## src/rtl/controlador_cpu.sv

```systemverilog
// controlador_cpu: button-driven instruction sequencer for a 16x16 register file
// and an external combinational ALU (latch -> read -> execute -> write/display).
`default_nettype none

module controlador_cpu #(
   parameter int SYNC_STAGES = 2,
   parameter int HOLD_CYCLES = 4
) (
   input  logic        clk,
   input  logic        rst_n,
   input  logic        enviar,
   input  logic [2:0]  opcode,
   input  logic [3:0]  d1,
   input  logic [3:0]  r2,
   input  logic [3:0]  r3,
   input  logic [6:0]  entrada,
   output logic [3:0]  rf_raddr_a,
   output logic [3:0]  rf_raddr_b,
   input  logic [15:0] rf_rdata_a,
   input  logic [15:0] rf_rdata_b,
   output logic        rf_we,
   output logic [3:0]  rf_waddr,
   output logic [15:0] rf_wdata,
   output logic [2:0]  alu_op,
   output logic [15:0] alu_a,
   output logic [15:0] alu_b,
   output logic [6:0]  alu_imm,
   input  logic [15:0] alu_result,
   output logic        busy,
   output logic        done,
   output logic [15:0] saida
);

   localparam int          CW        = $clog2(HOLD_CYCLES + 1);
   localparam logic [2:0]  OP_CLEAR  = 3'b110;
   localparam logic [2:0]  OP_SHOW   = 3'b111;

   typedef enum logic [2:0] {
      S_CLEAR = 3'd0,
      S_IDLE  = 3'd1,
      S_READ  = 3'd2,
      S_EXEC  = 3'd3,
      S_WRITE = 3'd4
   } state_t;

   logic [SYNC_STAGES-1:0] sync_q;
   logic [SYNC_STAGES-1:0] vld_q;
   logic [CW-1:0]          db_cnt_q;
   logic [CW-1:0]          arm_cnt_q;
   logic                   db_q;
   logic                   armed_q;
   logic                   accept_q;
   logic                   sync_bit;
   logic                   sync_vld;

   assign sync_bit = sync_q[SYNC_STAGES-1];
   assign sync_vld = vld_q[SYNC_STAGES-1];

   // Accepts require the button to have been seen released after reset, so a
   // button held through reset release cannot fire.
   always_ff @(posedge clk or negedge rst_n) begin
      if (!rst_n) begin
         sync_q    <= '0;
         vld_q     <= '0;
         db_cnt_q  <= '0;
         arm_cnt_q <= '0;
         db_q      <= 1'b0;
         armed_q   <= 1'b0;
         accept_q  <= 1'b0;
      end else begin
         sync_q   <= (sync_q << 1) | SYNC_STAGES'(enviar);
         vld_q    <= (vld_q << 1) | SYNC_STAGES'(1'b1);
         accept_q <= 1'b0;
         if (sync_vld) begin
            if (sync_bit != db_q) begin
               if (db_cnt_q == CW'(HOLD_CYCLES - 1)) begin
                  db_q     <= sync_bit;
                  db_cnt_q <= '0;
                  accept_q <= sync_bit & armed_q;
               end else begin
                  db_cnt_q <= db_cnt_q + CW'(1);
               end
            end else begin
               db_cnt_q <= '0;
            end
            if (!armed_q) begin
               if (sync_bit) begin
                  arm_cnt_q <= '0;
               end else if (arm_cnt_q == CW'(HOLD_CYCLES - 1)) begin
                  armed_q <= 1'b1;
               end else begin
                  arm_cnt_q <= arm_cnt_q + CW'(1);
               end
            end
         end
      end
   end

   state_t      state_q, state_d;
   logic        boot_q, boot_d;
   logic [3:0]  cnt_q, cnt_d;
   logic        done_q, done_d;
   logic [15:0] saida_q, saida_d;
   logic        latch;
   logic [2:0]  opcode_q;
   logic [3:0]  d1_q, r2_q, r3_q;
   logic [6:0]  entrada_q;
   logic [15:0] rda_q, rdb_q, res_q;

   always_ff @(posedge clk or negedge rst_n) begin
      if (!rst_n) begin
         state_q   <= S_IDLE;
         boot_q    <= 1'b0;
         cnt_q     <= '0;
         done_q    <= 1'b0;
         saida_q   <= '0;
         opcode_q  <= '0;
         d1_q      <= '0;
         r2_q      <= '0;
         r3_q      <= '0;
         entrada_q <= '0;
         rda_q     <= '0;
         rdb_q     <= '0;
         res_q     <= '0;
      end else begin
         state_q <= state_d;
         boot_q  <= boot_d;
         cnt_q   <= cnt_d;
         done_q  <= done_d;
         saida_q <= saida_d;
         if (latch) begin
            opcode_q  <= opcode;
            d1_q      <= d1;
            r2_q      <= r2;
            r3_q      <= r3;
            entrada_q <= entrada;
         end
         if (state_q == S_READ) begin
            rda_q <= rf_rdata_a;
            rdb_q <= rf_rdata_b;
         end
         if (state_q == S_EXEC) begin
            res_q <= alu_result;
         end
      end
   end

   // Reset parks the FSM in IDLE with boot_q clear, so outputs are quiet during
   // reset and the first clock afterwards launches the clearing sweep.
   always_comb begin
      state_d    = state_q;
      boot_d     = boot_q;
      cnt_d      = cnt_q;
      done_d     = 1'b0;
      saida_d    = saida_q;
      latch      = 1'b0;
      busy       = 1'b1;
      rf_raddr_a = '0;
      rf_raddr_b = '0;
      rf_we      = 1'b0;
      rf_waddr   = '0;
      rf_wdata   = '0;
      alu_op     = '0;
      alu_a      = '0;
      alu_b      = '0;
      alu_imm    = '0;
      case (state_q)
         S_IDLE: begin
            busy = 1'b0;
            if (!boot_q) begin
               boot_d  = 1'b1;
               state_d = S_CLEAR;
            end else if (accept_q) begin
               latch   = 1'b1;
               state_d = (opcode == OP_CLEAR) ? S_CLEAR : S_READ;
            end
         end
         S_CLEAR: begin
            rf_we    = 1'b1;
            rf_waddr = cnt_q;
            cnt_d    = cnt_q + 4'd1;
            if (cnt_q == 4'd15) begin
               state_d = S_IDLE;
               saida_d = '0;
               done_d  = 1'b1;
            end
         end
         S_READ: begin
            rf_raddr_a = r2_q;
            rf_raddr_b = r3_q;
            state_d    = S_EXEC;
         end
         S_EXEC: begin
            alu_op  = opcode_q;
            alu_a   = rda_q;
            alu_b   = rdb_q;
            alu_imm = entrada_q;
            state_d = S_WRITE;
         end
         S_WRITE: begin
            if (opcode_q != OP_SHOW) begin
               rf_we    = 1'b1;
               rf_waddr = d1_q;
               rf_wdata = res_q;
               saida_d  = res_q;
            end else begin
               saida_d  = rda_q;
            end
            done_d  = 1'b1;
            state_d = S_IDLE;
         end
         default: state_d = S_IDLE;
      endcase
   end

   assign done  = done_q;
   assign saida = saida_q;

endmodule

`default_nettype wire

```

## config.mk

```make
export PLATFORM = sky130hd
export DESIGN_NAME = controlador_cpu
export DESIGN_NICKNAME = d
export VERILOG_FILES = /design/src/rtl/controlador_cpu.sv
export SDC_FILE = /design/constraint.sdc
export NUM_CORES = 1
export LEC_CHECK = 0
export CAP_MARGIN = 5
export CORE_MARGIN = 1
export CORE_UTILIZATION = 47
export CTS_BUF_LIST = sky130_fd_sc_hd__clkbuf_4 sky130_fd_sc_hd__clkbuf_8
export CTS_CLUSTER_SIZE = 20
export DETAILED_ROUTE_END_ITERATION = 7
export PLACE_DENSITY = 0.81
export SYNTH_ARGS = -nofsm -noshare
export SYNTH_HDL_FRONTEND = slang
export SYNTH_SLANG_ARGS = --single-unit
```

## constraint.sdc

```tcl
create_clock -name clk -period 2.3 [get_ports clk]
set_input_delay 0.46 -clock clk [delete_from_list [all_inputs] [get_ports clk]]
set_output_delay 0.46 -clock clk [all_outputs]
set_load 0.005 [all_outputs]
```

==> results.txt <==
status: finished, final reports clean
ys flop type: dfrtp_1
internal power: 3.35 mW
worst IR drop on VDD: 350 uV
clock slew at reported path FFs: 0.10 ns
critical path's slowest cell: dfrtp_1
total CTS buffers: 9
Cell variety after synth: 47
RSZ-0062 raised after global routing: true
CP arrival: 1.82 ns
die height: 105 um
Crit path top cell by count: buf_4
Clock Skews: 0.0120 ns
post-synth top area cell: dfrtp_1
ratio of final minimum period to clock period: 0.990
Gate power share: 0.248
drt total wl: 12900 um
largest net degree at the start of global routing: 43
WP buf/inv: 4
max-cap viol count: 0
CTS Sinks: 108
Max clock buf depth: 2
first-pass GRT wire length: 21400 um
antenna cell count: 0
Core Region: 10400 um2
switching part of the total: 0.286
switching power: 1.34 mW
worst path required time: 1.84 ns
initial antenna violation count: 0
clock network power share: 0.246
r2r startpoint: state_q[1]
Hold Vio Cnt, Final: 0
vias in the first global route: 4156
largest cells by area after synthesis: dfrtp_1 (53%), mux2_2 (11%), and2_1 (6.2%)
Site Rows: 37
Final Max Tran Viols: 0
post-synthesis sequential area ratio: 0.537
vias: 3904
Yosys top cell area share: 0.532
Syn Std Cell Area: 5030 um2
Worst Setup Start Kind: register
worst rel slew slack: 0.526
PortBufs: 161
Slew @ Worst Pin: 0.711 ns
P&R area growth vs syn: 45.7%
GR Overflow Total: 0
PnR worst setup slack: 0.0232 ns
nets@finish: 665
max incr delay on CP: 0.42 ns
crit path capture type: primary output
CP top delay family: buffers and inverters
Ys Warns: 0
Cells after Synth: 407
crit-path max FO: 4
Die W: 105 um
ys async rst share: 1.00
CP cell instances: buf_8 > buf_4 > or2b_4 > nor2_4 > buf_4 > and2_1 > clkdlybuf4s15_1
Iter 0 DRT Violations: 195
share of layout cells above drive strength 1: 0.265
Mapped Nets: 484
Root Driver: clkbuf_8
total track usage: 0.249
H-tree depth: 3
die area: 11100 um2
GP Congestion: 0.810
critical path class: reg2out
power per cell area: 640 nW/um2
Starting Density: 0.485
vias per inst: 5.36
Post-synth EDFFs: 0
routed length per instance: 17.8 um
Hold Slack: 0.358 ns
Min-Delay Path Class: reg2reg
# IOs: 162
Seq cells post-synth: 108
Final ANT Viol Nets: 0
leakage power: 3.38 nW
endpoints failing setup: 0
f_max: 439 MHz
DP Worst Slack: 0.0839 ns
clock latency on the worst-skew pair: 0.36 ns
CTS tree: built
hold path start: sync_q[0]
router iterations before antenna repair: 4
Syn Area/Cell: 12.4 um2
crit path from: state_q[1]
Seq pwr share: 0.506
Non-Filler Instances: 728
Pwr Total: 4.69 mW
Fin Setup TNS: 0 ns
dpl cells: 691
Post-route DRC: 0
hpwl dp: 8600 um
post-layout minimum cycle time: 2.28 ns
## synthesized netlist by cell type, types with 2 or more instances
library cell	n
nand2b_1	4
ha_1	4
nor2_1	2
mux2_4	20
buf_12	2
nor3_1	17
mux2_2	48
or2b_1	2
dfrtp_1	107
and2_1	50
a21o_1	2
a221o_1	16
o21ai_0	23
mux2_1	4
a22o_1	4
inv_1	3
a21oi_1	3
clkbuf_1	11
nand2_1	26
xor2_1	2
o31ai_1	16
nand4_1	2
buf_2	14
xnor2_1	2
## layout by cell type (no fill, tap or decap), types with 2 or more instances in the layout
cell	netlist	layout
mux2_1	4	4
a21o_1	2	2
buf_12	2	6
nor3_4	0	2
buf_6	1	2
and2_1	50	49
inv_6	0	3
dlygate4sd2_1	0	33
dlymetal6s2s_1	0	11
nand2_1	26	26
clkdlybuf4s15_1	0	18
a221o_1	16	16
o21ai_0	23	23
mux2_4	20	20
buf_2	14	9
a21oi_1	3	3
inv_1	3	3
o31ai_1	16	16
nand2b_1	4	4
xnor2_1	2	2
a22o_1	4	4
nor3_1	17	5
buf_4	0	26
xor2_1	2	2
bufbuf_16	0	2
nor2_4	0	2
mux2_2	48	48
nor3_2	1	11
clkbuf_8	0	9
nand4_1	2	2
clkdlybuf4s50_1	0	88
dfrtp_1	107	107
ha_1	4	4
## path summary, 6_finish.rpt
kind / to / slack (ns) / cells after the start
setup reg to reg: rda_q[15] / 0.15 / 9
hold / removal: sync_q[1] / 0.36 / 0
hold reg to reg: sync_q[1] / 0.36 / 0
setup / recovery: rf_raddr_a[2] / 0.02 / 7
min in group asynchronous: r3_q[0] / 0.51 / 2
max in group asynchronous: db_cnt_q[1] / 1.14 / 3
## kinds of logic (layout without fill, tap and decap cells)
family	count (synthesis)	in the layout	share of synthesized area
other	1	1	0.000745
AO/OA/AOI/OAI	69	69	0.0990
adder cells (fa/ha/maj)	4	4	0.00995
multiplexers	72	72	0.176
XOR/XNOR	4	4	0.00696
flip-flops	108	108	0.537
buffers and inverters	33	217	0.0363
AND/OR/NAND/NOR	116	117	0.134
## worst register-to-register path, stage by stage (launching register included)
cell and delay, ns:
dfrtp_1 0.42, buf_8 0.12, buf_4 0.11, or2b_4 0.29, nor2_4 0.10, buf_4 0.12
buf_4 0.09, buf_4 0.11, buf_6 0.27, mux2_2 0.41
## layer usage
metal | GRT usage | routed length, um
met5 | 0 | 0
met2 | 0.426 | 6550
met3 | 0.0557 | 949
met1 | 0.311 | 5160
met4 | 0.0865 | 278
## what timing repair did
item	CTS	global route
hold buffers	1	0
gates resized for setup	108	39
setup endpoints to repair	72	45
gates cloned	5	0
endpoints found under the hold margin	15	0
setup buffers	15	4
pin swaps	4	2
## through the flow
stage | instance area (um2) | utilization
CTS | 7310 | 0.705
floorplan | 5030 | -
global placement | 6860 | 0.661
detailed placement | 6860 | 0.661
finish | 7330 | 0.707
global route | 7330 | 0.707
## final cells by class
type                       instances  area [um2]
tap                              136         170
timing repair buffer             199        1990
clock inverter                     6        70.1
clock buffer                       9         124
multi-input combinational        267        2260
sequential                       108        2700
fill                             759        3040
inverter                           3        11.3
## power by group through the flow
stage | clock network (mW) | registers, mW | logic (mW)
after floorplan | 0 | 2.34 | 0.658
after global placement | 0 | 2.39 | 0.991
after detailed placement | 0 | 2.41 | 1.04
after CTS | 1.19 | 2.37 | 1.16
after global routing | 1.26 | 2.41 | 1.28
final | 1.15 | 2.37 | 1.16
## registers in the layout, indices dropped and copies added (netlist names), 4 cells and up
name and count:
rda_q 16, rdb_q 16, res_q 16, saida 16
entrada_q 7, cnt_q 4, d1_q 4, r2_q 4
r3_q 4
No activity file was read; power rests on OpenSTA's default activity.
==> patch 1, RTL diff (same settings) <==
Make the reset (`rst_n`) synchronous in 2 clocked blocks.
--- a/src/rtl/controlador_cpu.sv
+++ b/src/rtl/controlador_cpu.sv
@@ -59,5 +59,5 @@
    // Accepts require the button to have been seen released after reset, so a
    // button held through reset release cannot fire.
-   always_ff @(posedge clk or negedge rst_n) begin
+   always_ff @(posedge clk) begin
       if (!rst_n) begin
          sync_q    <= '0;
@@ -108,5 +108,5 @@
    logic [15:0] rda_q, rdb_q, res_q;
 
-   always_ff @(posedge clk or negedge rst_n) begin
+   always_ff @(posedge clk) begin
       if (!rst_n) begin
          state_q   <= S_IDLE;
Behaviour: differs if rst_n is asserted again (counterexample within 4 cycles, from zero or initial values and one cycle with rst_n low); with rst_n held inactive, the same outputs for 10 cycles.
==> patch 1 against the unedited design <==
- the run now ends with negative setup slack left
- setup slack worse by 0.12 ns
- synthesized cell count is 45% higher
- wire length grew 8.2%
- area after synthesis shrank 5.5%
- die area shrank 5.4%
- design area is 3.2% lower
- cell count increased by 23%
- sequential cell count is the same
- critical path type unchanged
Power is not compared: it rests on default switching activity, and its combinational part moved more than twofold at a synthesized area within 25%.
==> patch 1: results (changes against the unedited design) <==
sta:
  setup_slack_ns: -0.0950  # -0.118 ns
  setup_tns_ns: -0.242  # -0.242 ns
  setup_viol: 5  # +5
  slew_headroom: 0.579  # +0.0536
layout:
  multi_input_cells: 416  # +56%
  nClkBuffers: 11  # +2
  finalNetCount: 834  # +25%
  clock_cell_area_share: 0.0257  # -0.000710
  layout-drive-gt1-share: 0.108  # -0.158
  nonClkBufAreaFrac: 0.288  # +0.0161
  nNonClkInverters: 20  # +17
synthesis:
  mappedNetlistNets: 667  # +38%
  synth.avg_cell_area_sq_um: 8.06  # -35%
  synthTopCellsByArea: "dfxtp_1 (45%), nand2_1 (12%), and2_1 (7.1%)"
  synth-main-ff-cell: "dfxtp_1"
  synth_xor_area_frac: 0.00553  # -0.00143
  synthTopCellsByCount: "nand2_1 (158), dfxtp_1 (108), a21oi_1 (55)"
  synth_compound_area_frac: 0.117  # +0.0182
  ys_types: 43  # -8.5%
  synth_adder_area_share: 0.0105  # +0.000584
critical_path:
  reg2reg_from: "state_q[1]$_SDFFE_PN0P_"
  arrival_ns: 1.93  # +0.11 ns
placed_design:
  dpl_cell_area_sq_mm: 0.00651  # -5.1%
  dpl_worst_slack_ns: 0.183  # +0.0995 ns
  dp_cells: 858  # +24%
  place_hpwl_mm: 9.23  # +7.3%
routing:
  drt-initial-drc-count: 177  # -9.2%
  wl_met3_mm: 1.15  # +21%
  via_count: 4732  # +21%
  wl_met1_mm: 5.59  # +8.2%
worst_hold_path:
  min-delay-start: "sync_q[0]$_SDFF_PN0_"
global_routing:
  grtUsageMet3: 0.0563  # +0.000613
  met1_usage: 0.300  # -0.0114
  globalRouteMet2Util: 0.441  # +0.0148
clock_network:
  clkLatencyLatePin_ns: 0.38  # +0.02 ns
status:
  violations: "negative setup slack"
  status: "finished with violations"
patch 1: changes by cell type in the layout (fill, tap and decap cells not counted), sizes merged, moves of 18 or more:
cell / unedited run / this run
nand2: 26 / 158
clkdlybuf4s15: 18 / 0
dfxtp: 0 / 108
mux2: 72 / 0
dfrtp: 107 / 0
a21oi: 3 / 55
mux2i: 0 / 24
patch 1: kinds of logic (layout without fill, tap and decap cells):
group                      Yosys count  count (layout)
AOI/OAI and AO/OA                  102             102
xor gates and xnor gates             3               3
adders and majority gates            4               4
buffers and inverters               66             238
DFF                                108             108
muxes                               24              24
and+or+nand+nor                    283             283
patch 1: repair_timing:
| action | CTS | global route |
|---|---|---|
| setup buffers | 14 | 5 |
| pin swaps | 16 | 14 |
| gates cloned | 2 | 0 |
| setup endpoints to repair | 63 | 33 |
| gates resized for setup | 58 | 48 |
patch 1: final timing paths:
check                            end  slack, ns  cells past startpoint
min             sync_q[1]$_SDFF_PN0_       0.44                      1
max                      rf_wdata[2]      -0.09                      5
min reg2reg     sync_q[1]$_SDFF_PN0_       0.44                      1
max reg2reg  state_q[1]$_SDFFE_PN0P_       0.48                      6
patch 1: per-stage QoR:
stage / power [mW] / utilization
2_1_floorplan: 2.19 / -
3_3_place_gp: 2.41 / 0.666
3_5_place_dp: 2.43 / 0.666
4_1_cts: 3.54 / 0.703
5_1_grt: 3.71 / 0.726
6_report: 3.57 / 0.726
patch 1: critical path, stage by stage, from the launching register on:
cell,delay (ns)
dfxtp_4,0.38
buf_6,0.17
nor4bb_2,0.31
nand2_1,0.14
inv_1,0.08
clkdlybuf4s50_1,0.49
patch 1: power breakdown:
group	switching (mW)	internal [mW]	total, mW	leakage, nW
clock	0.651	0.438	1.09	0.0889
sequential	0.0346	1.91	1.95	0.874
combinational	0.262	0.275	0.537	2.30
==> patch 2, RTL diff (same flow settings) <==
Made on the original files. `HOLD_CYCLES`: 4 -> 2.
--- a/src/rtl/controlador_cpu.sv
+++ b/src/rtl/controlador_cpu.sv
@@ -5,5 +5,5 @@
 module controlador_cpu #(
    parameter int SYNC_STAGES = 2,
-   parameter int HOLD_CYCLES = 4
+   parameter int HOLD_CYCLES = 2
 ) (
    input  logic        clk,
Formal check against the unedited RTL: same outputs for any inputs over 10 cycles, from zero or initial values and one cycle with rst_n low; that may be too few to reach the edited logic, so the function may still have changed.
==> patch 2 against the unedited design <==
- the flow now finishes with violations (negative setup slack)
- critical path depth stayed put
- power up 43%
- wire length up 0.16%
- sequential share of layout area is 0.35 points lower
- via count is 4.6% lower
- register-to-register slack improved by 0.15 ns
- sequential cell count fell by 2
- design area down 0.85%
- largest power group unchanged
- setup slack got worse by 0.081 ns
- die area decreased by 3.6%
- cell count shrank 4.7%
- area after synthesis down 3.7%
==> patch 2: results (changes against the unedited design) <==
routing:
  wl_met3_um: 870  # -8.3%
  via_count: 3723  # -4.6%
  drt-initial-drc-count: 162  # -17%
  highest_layer: "met4"
  dr.pass1.iters: 4  # unchanged
  dr_wl_met2_mm: 6.52  # -0.56%
  wl_met1_mm: 5.50  # +6.4%
  wire_per_inst_um: 18.7  # +5.1%
synthesis:
  postSynth.asyncResetShare: 1.00  # unchanged
  mappedNetlistNets: 430  # -11%
  synthTopCellsByCount: "dfrtp_1 (105), and2_1 (67), mux2_2 (51)"
  synth_compound_area_frac: 0.0896  # -0.00936
  synthCells: 355  # -13%
  synth_adder_area_share: 0.00516  # -0.00478
  synthTopCellsByArea: "dfrtp_1 (54%), mux2_2 (12%), and2_1 (8.6%)"
  synth_mux_area_frac: 0.185  # +0.00910
  synth_xor_area_frac: 0.00723  # +0.000268
  ys_types: 43  # -8.5%
  ys_seq_area_frac: 0.548  # +0.0103
power_and_ir_drop:
  switchingPower_mw: 2.04  # +52%
  p_leak_nw: 3.75  # +11%
  ir_worst_vdd_uv: 477  # +36%
layout:
  fin_cells: 694  # -4.7%
  layout-drive-gt1-share: 0.355  # +0.0895
  nFillCells: 662  # -13%
  finalNetCount: 631  # -5.1%
placed_design:
  dp_cells: 640  # -7.4%
  dpl_worst_slack_ns: 0.0350  # -0.0489 ns
  place_hpwl_mm: 8.04  # -6.5%
  gp_congestion: 0.764  # -5.7%
  dpl_cell_area_sq_mm: 0.00663  # -3.3%
critical_path:
  critPathTopFamily: "buffers and inverters"
  crit_fanout: 9  # +5
  reg2reg_slack_ns: 0.30  # +0.15 ns
  reg2reg_from: "state_q[0]$_DFFE_PN1P_"
sta:
  holdWs_ns: 0.361  # +0.00251 ns
  fin_skew_ns: 0.0247  # +0.0127 ns
  setup_slack_ns: -0.0578  # -0.0809 ns
  setup_viol: 5  # +5
  setup_tns_ns: -0.208  # -0.208 ns
global_routing:
  track_usage: 0.226  # -0.0236
  globalRouteMet2Util: 0.383  # -0.0437
  grtUsageMet3: 0.0585  # +0.00287
  grt_pass1_vias: 3772  # -9.2%
  grt_max_degree: 54  # +26%
  grt_pass1_wl_mm: 19.5  # -9.0%
  met1_usage: 0.289  # -0.0219
status:
  violations: "negative setup slack"
  status: "finished with violations"
worst_hold_path:
  min-delay-start: "sync_q[0]$_DFF_PN0_"
clock_network:
  clockBufferDepth: 2  # unchanged
patch 2: cell count changes in the layout (fill, tap and decap cells not counted), sizes merged, moves of 19 or more:
cell,delta
clkbuf,+27
dlygate4sd2,-32
dlymetal6s2s,+23
nand2,-21
o21ai,-19
patch 2: worst paths after layout:
check,to,depth (start not counted)
worst max register to register,r3_q[1]$_DFFE_PN0P_,5
worst min register to register,sync_q[1]$_DFF_PN0_,0
max in group asynchronous,entrada_q[6]$_DFFE_PN0P_,3
worst max-delay path,alu_a[13],7
min in group asynchronous,saida[10]$_DFFE_PN0P_,2
worst min-delay path,sync_q[1]$_DFF_PN0_,0
patch 2: cell type report:
class	count	area (sq um)	area share
Clock inverter	7	108	0.0148
Sequential cell	106	2660	0.365
Tap cell	133	166	0.0229
Timing Repair Buffer	216	2160	0.297
Clock buffer	9	124	0.0170
Inverter	2	7.51	0.00103
Multi-Input combinational cell	221	2050	0.282
patch 2: cells by family after synthesis:
family                   Yosys count
AND/OR/NAND/NOR                   92
multiplexers                      73
adder cells (fa/ha/maj)            2
flip-flops                       106
other                              1
buffers and inverters             28
XOR/XNOR                           4
AO/OA/AOI/OAI                     49
patch 2: power groups by stage:
| stage | Sequential (mW) | Clock [mW] | Combinational (mW) |
|---|---|---|---|
| after detailed placement | 3.13 | 0 | 2.16 |
| final | 3.10 | 1.32 | 2.30 |
| after floorplan | 2.93 | 0 | 1.47 |
| after global placement | 3.09 | 0 | 2.07 |
| after CTS | 3.08 | 1.34 | 2.17 |
| after global routing | 3.20 | 1.42 | 2.51 |
patch 2: timing repair:
action / in CTS / in global routing
hold buffers: 1 / 0
pin swaps: 0 / 7
hold endpoints to repair: 14 / 0
endpoints found under the setup margin: 72 / 66
resized for setup: 37 / 138
cloned: 1 / 4
setup buffers: 5 / 28
